[config.mk]
export PLATFORM = sky130hd
export DESIGN_NAME = mem_arbiter
export DESIGN_NICKNAME = d
export VERILOG_FILES = /design/src/rtl/mem_arbiter.sv
export SDC_FILE = /design/constraint.sdc
export NUM_CORES = 1
export LEC_CHECK = 0
export ABC_AREA = 1
export BUFFER_PORTS_ARGS = -buffer_cell sky130_fd_sc_hd__buf_2
export CELL_PAD_IN_SITES_DETAIL_PLACEMENT = 0
export CELL_PAD_IN_SITES_GLOBAL_PLACEMENT = 1
export CORE_MARGIN = 2
export CORE_UTILIZATION = 36
export DETAILED_ROUTE_END_ITERATION = 8
export PLACE_DENSITY_LB_ADDON = 0.1
export SLEW_MARGIN = 10
export SYNTH_ARGS = -nofsm -noshare
export SYNTH_HDL_FRONTEND = slang
export SYNTH_SLANG_ARGS = --single-unit
[constraint.sdc]
create_clock -name clk -period 7.12 [get_ports clk]
set_clock_uncertainty 0.15 [all_clocks]
set_input_delay 1.424 -clock clk [delete_from_list [all_inputs] [get_ports clk]]
set_output_delay 1.424 -clock clk [all_outputs]
set_load 0.005 [all_outputs]
[src/rtl/mem_arbiter.sv]
// Two-requester (fetch/data) arbiter in front of a single downstream memory port.
// Round-robin on ties, misalignment rejection, and a bounded wait for m_ack.
module mem_arbiter #(
  parameter int unsigned ADDR_W  = 25,
  parameter int unsigned TIMEOUT = 1023
) (
  input  logic              clk,
  input  logic              rst,

  input  logic              instr_enable,
  input  logic [ADDR_W-1:0] instr_addr,
  output logic              instr_valid,
  output logic [31:0]       instr_result,

  input  logic              data_enable,
  input  logic [ADDR_W-1:0] data_addr,
  input  logic [31:0]       data_wdata,
  input  logic              data_rw,
  input  logic [1:0]        data_oplen,
  input  logic              data_unsigned,
  output logic              data_valid,
  output logic [31:0]       data_result,

  output logic              m_req,
  input  logic              m_ready,
  output logic [ADDR_W-1:0] m_addr,
  output logic [31:0]       m_wdata,
  output logic              m_rw,
  output logic [1:0]        m_oplen,
  output logic              m_unsigned,
  input  logic              m_ack,
  input  logic [31:0]       m_rdata,

  output logic              err_timeout,
  output logic              err_misalign
);

  typedef enum logic [1:0] {
    S_IDLE,
    S_ISSUE,
    S_WAIT,
    S_RESP
  } state_t;

  localparam logic [15:0] TO_LAST = 16'(TIMEOUT - 1);

  state_t      state_q, state_d;
  logic        grant_data;
  logic        last_data;
  logic        misalign_q;
  logic [15:0] cnt;

  logic        pick_data;
  logic        data_mis;
  logic        instr_mis;
  logic        sel_mis;
  logic        timed_out;
  logic        capture;
  logic        abort;
  logic [31:0] cap_data;

  always_comb begin
    pick_data = data_enable & (~instr_enable | ~last_data);
    data_mis  = ((data_oplen == 2'd1) & data_addr[0]) |
                ((data_oplen == 2'd2) & (|data_addr[1:0])) |
                (data_oplen == 2'd3);
    instr_mis = |instr_addr[1:0];
    sel_mis   = pick_data ? data_mis : instr_mis;
    // The last counted cycle is TIMEOUT-1, so RESP lands TIMEOUT cycles after ISSUE.
    timed_out = (cnt >= TO_LAST);
    cap_data  = m_rw ? '0 : m_rdata;
  end

  always_comb begin
    state_d = state_q;
    capture = 1'b0;
    abort   = 1'b0;
    case (state_q)
      S_IDLE: begin
        if (instr_enable | data_enable)
          state_d = sel_mis ? S_RESP : S_ISSUE;
      end
      S_ISSUE: begin
        if (m_ready & m_ack) begin
          state_d = S_RESP;
          capture = 1'b1;
        end else if (timed_out) begin
          state_d = S_RESP;
          abort   = 1'b1;
        end else if (m_ready) begin
          state_d = S_WAIT;
        end
      end
      S_WAIT: begin
        if (m_ack) begin
          state_d = S_RESP;
          capture = 1'b1;
        end else if (timed_out) begin
          state_d = S_RESP;
          abort   = 1'b1;
        end
      end
      S_RESP:  state_d = S_IDLE;
      default: state_d = S_IDLE;
    endcase
  end

  always_ff @(posedge clk or posedge rst) begin
    if (rst) begin
      state_q      <= S_IDLE;
      grant_data   <= 1'b0;
      last_data    <= 1'b0;
      misalign_q   <= 1'b0;
      cnt          <= '0;
      m_addr       <= '0;
      m_wdata      <= '0;
      m_rw         <= 1'b0;
      m_oplen      <= '0;
      m_unsigned   <= 1'b0;
      instr_result <= '0;
      data_result  <= '0;
      err_timeout  <= 1'b0;
    end else begin
      state_q <= state_d;
      case (state_q)
        S_IDLE: begin
          if (instr_enable | data_enable) begin
            grant_data <= pick_data;
            misalign_q <= sel_mis;
            cnt        <= '0;
            if (sel_mis) begin
              if (pick_data) data_result  <= '0;
              else           instr_result <= '0;
            end else if (pick_data) begin
              m_addr     <= data_addr;
              m_wdata    <= data_wdata;
              m_rw       <= data_rw;
              m_oplen    <= data_oplen;
              m_unsigned <= data_unsigned;
            end else begin
              m_addr     <= instr_addr;
              m_wdata    <= '0;
              m_rw       <= 1'b0;
              m_oplen    <= 2'd2;
              m_unsigned <= 1'b0;
            end
          end
        end
        S_ISSUE, S_WAIT: begin
          cnt <= cnt + 16'd1;
          if (capture) begin
            if (grant_data) data_result  <= cap_data;
            else            instr_result <= cap_data;
          end else if (abort) begin
            err_timeout <= 1'b1;
            if (grant_data) data_result  <= '0;
            else            instr_result <= '0;
          end
        end
        S_RESP: last_data <= grant_data;
        default: ;
      endcase
    end
  end

  always_comb begin
    m_req        = (state_q == S_ISSUE);
    instr_valid  = (state_q == S_RESP) & ~grant_data;
    data_valid   = (state_q == S_RESP) &  grant_data;
    err_misalign = (state_q == S_RESP) &  misalign_q;
  end

endmodule

==> metrics.md <==
| Metric | Value |
|---|---|
| 1st-iter DRT viols | 309 |
| Sequential cell area | 3679 um^2 |
| Final setup vio count | 0 |
| Grt met2 use | 0.3186 |
| Int Power | 2.337 mW |
| Cells after Synth | 882 |
| Flop pwr share | 0.337 |
| Crit Reg-Reg Endpoint | data_result[19]$_DFFE_PP0P_ |
| Port bufs | 253 |
| Combinational power share | 0.448 |
| Via count | 6288 |
| Worst Path Buf+Inv | 2 |
| Type of origin of the critical path | primary input |
| Core area | 19650 um^2 |
| Worst reg-to-reg setup slack | 3.39 ns |
| Outcome | complete, no violations |
| Post-Place Cell Area | 8597 um^2 |
| FF+latch count, synth | 147 |
| CP top delay family | simple AND/OR/NAND/NOR gates |
| Multi-input logic area | 3008 um^2 |
| Die area | 21320 um^2 |
| Critical Path, Cell by Cell | buf_2, a21oi_4, inv_2, o21ai_2, nand3_2, nand2_4, nor2_4, nand2_1, nand2_1 |
| Total CTS buffers | 17 |
| I/O pin count | 254 |
| Post-route cell area | 9179 um^2 |
| Worst slew pin tran | 1.129 ns |
| Yosys top cell by area | dfrtp_1 |
| Slew Limit Fails | 0 |
| Growth of design area from synthesis to finish | 26.42% |
| Drt via density | 4.534 |
| Die Height | 146.0 um |
| Register area share after synthesis | 0.5066 |
| Distinct cell type count after synthesis | 34 |
| Largest net degree at the start of global routing | 120 |
| Clock root buffer | clkbuf_16 |
| Peak VDD IR | 0.4380 mV |
| Clock Latency Late Sink | 0.42 ns |
| Final nets | 1239 |
| Fmax | 246.5 MHz |
| CP arrival | 4.19 ns |
| Tmin final | 4.057 ns |
| Crit end category | flip-flop |
| Post-CTS Setup Bufs | 0 |
| GRT overflow | 0 |
| Setup crit start | instr_enable |
| Slowest-stage cell, CP | nand2_4 |
| Detail Route Antenna Nets | 0 |
| Setup TNS | 0 ns |
| Kind of critical path | primary input to flip-flop |
| Crit-path max FO | 66 |
| Met1 Resource Use GR | 0.2548 |
| Total net switching power | 1.771 mW |
| RSZ-0062 raised after global routing | no |
| Synth top area share | 0.5066 |
| Syn avg cell area | 8.232 um^2 |
| Share of layout cells above drive strength 1 | 0.3161 |
| Synthesis Warnings | 0 |
| Clock-pin slew on the worst setup and hold paths | 0.06 ns |
| Final GP Congestion | 0.7910 |
| Vias in the first global route | 6182 |
| WL final | 20.87 mm |
| Initial DRT Pass Iterations | 4 |
| Worst Setup EP | instr_result[24]$_DFFE_PP0P_ |
| DRC | 0 |
| Total track usage | 0.1957 |
| Synth area leaders | dfrtp_1, nand2_1, nor2_1 |
| CP dominant cell by count | nand2_1 |
| Die X | 146.0 um |
| CP peak stage delay | 0.72 ns |
| Crit. path cell count | 9 |
| Most Used Layer, Global Route | met2 |
| Pleak | 5.073 nW |
| Critical Path RT | 7.26 ns |
| Antenna violations before repair | 3 |
| Filler instances | 2086 |
| First-pass GRT wire length | 33.35 mm |
| Switching share of power | 0.4311 |
| Worst Reg-to-Reg Cells | 10 |
| Maxcap violations | 0 |
| Clock buffer depth | 2 |
| CTS tree | done |
| Syn nets | 1012 |
| Post-CTS Hold Fix Bufs | 0 |
| Initial core utilization | 0.3694 |
| Post-CTS sizing | 0 |
| Fin. Hold Viols | 0 |
| Min-Delay Path Class | flip-flop to flip-flop |
| Clk sinks | 147 |
| Hpwl dp | 14.34 mm |
| Reg2reg start | state_q[1]$_DFFE_PP0P_ |
| CTS H-tree lvls | 4 |
| GRT met3 Usage | 0.05156 |
| Final period utilization | 0.5698 |
| Clock power share | 0.215 |
| Routed len/inst | 15.05 um |
| Post-Syn Area | 7261 um^2 |
| Slew margin rel. | 0.2471 |
| Row cnt | 51 |
| P per Cell Area | 447.6 nW/um^2 |
==> worst min-delay path by stage <==
stage / startpoint / slack [ns] / endpoint / cells past startpoint
2_1_floorplan: cnt[6]$_DFFE_PP0P_ / 0.31 / cnt[6]$_DFFE_PP0P_ / 1
3_3_place_gp: data_result[23]$_DFFE_PP0P_ / 0.31 / data_result[23]$_DFFE_PP0P_ / 2
3_5_place_dp: m_addr[23]$_DFFE_PP0P_ / 0.31 / m_addr[23]$_DFFE_PP0P_ / 2
4_1_cts: m_addr[23]$_DFFE_PP0P_ / 0.33 / m_addr[23]$_DFFE_PP0P_ / 2
5_1_grt: m_addr[23]$_DFFE_PP0P_ / 0.34 / m_addr[23]$_DFFE_PP0P_ / 2
6_report: data_result[26]$_DFFE_PP0P_ / 0.33 / data_result[26]$_DFFE_PP0P_ / 2
==> Yosys cell counts, drive strengths merged <==
master,instances
dfrtp,147
nor3,4
or2,1
xor2,2
buf,29
nand2,311
o22ai,2
nor2,111
ha,6
clkbuf,20
nand3b,1
o21bai,34
inv,74
o21ai,83
a31o,1
nand4,3
o31ai,24
a21oi,14
nand3,15
==> per-layer routing <==
layer / wire length (um) / vias to the layer above
li1: - / 3224
met1: 9293 / 2851
met2: 9832 / 183
met3: 1286 / 28
met4: 453 / 2
met5: 7 / -
==> worst register-to-register path, delay by kind of cell (launching register included) <==
| kind | cells | cell delay, ns |
|---|---|---|
| AND/OR/NAND/NOR | 7 | 2.45 |
| flip-flops | 1 | 0.39 |
| adder cells (fa/ha/maj) | 1 | 0.51 |
| buffers and inverters | 2 | 0.17 |
==> final cells by class <==
type,instances,area share
Timing Repair Buffer,257,0.1412
Multi-Input combinational cell,612,0.3277
Clock inverter,8,0.01118
Tap cell,265,0.03612
Clock buffer,22,0.05166
Inverter,74,0.03081
Sequential cell,147,0.4008
Antenna cell,2,0.0005453
==> kinds of logic after synthesis <==
group,share of synthesized area
buffers and inverters,0.08013
AND/OR/NAND/NOR,0.2457
XOR/XNOR,0.002413
AO/OA/AOI/OAI,0.1547
flip-flops,0.5066
adder cells (fa/ha/maj),0.01034
==> metrics by stage <==
stage | worst slack, ns | util | cells | total power, mW | hold WS, ns
after detailed placement | 2.547 | 0.4374 | 1355 | 3.272 | 0.3129
after floorplan | 1.595 | - | 882 | 2.710 | 0.3051
after global placement | 2.592 | 0.4374 | 1355 | 3.260 | 0.3102
final | 3.063 | 0.4670 | 1387 | 4.109 | 0.3255
after global routing | 2.759 | 0.4670 | 1387 | 4.444 | 0.3440
after CTS | 3.010 | 0.4668 | 1385 | 4.171 | 0.3274
==> sequential cells by signal, indices dropped and copies added (netlist names) <==
signal        flops
m_addr           25
instr_result     32
state_q           2
cnt              16
m_rw              1
misalign_q        1
m_oplen           2
m_unsigned        1
last_data         1
m_wdata          32
grant_data        1
err_timeout       1
data_result      32
==> power groups by stage <==
stage | sequential [mW] | clock, mW | combinational, mW
after floorplan | 1.39 | 0 | 1.32
after global placement | 1.39 | 0 | 1.87
after detailed placement | 1.39 | 0 | 1.88
after CTS | 1.39 | 0.909 | 1.88
after global routing | 1.42 | 0.945 | 2.07
final | 1.38 | 0.885 | 1.84
==> layout by cell type (no fill, tap or decap), types with 4 or more instances in the layout <==
cell type  count
nand2_1      302
inv_2          4
o31ai_2       10
a21oi_1       12
nor3_1         4
buf_4          4
clkbuf_16     17
nand2_2        8
ha_1           6
o31ai_1       14
o21ai_1       28
nor2_1       106
inv_1         69
o21bai_2      32
buf_2        253
o21ai_0       54
dfrtp_1      147
nand3_1       13
(Power assumes the default switching activity.)
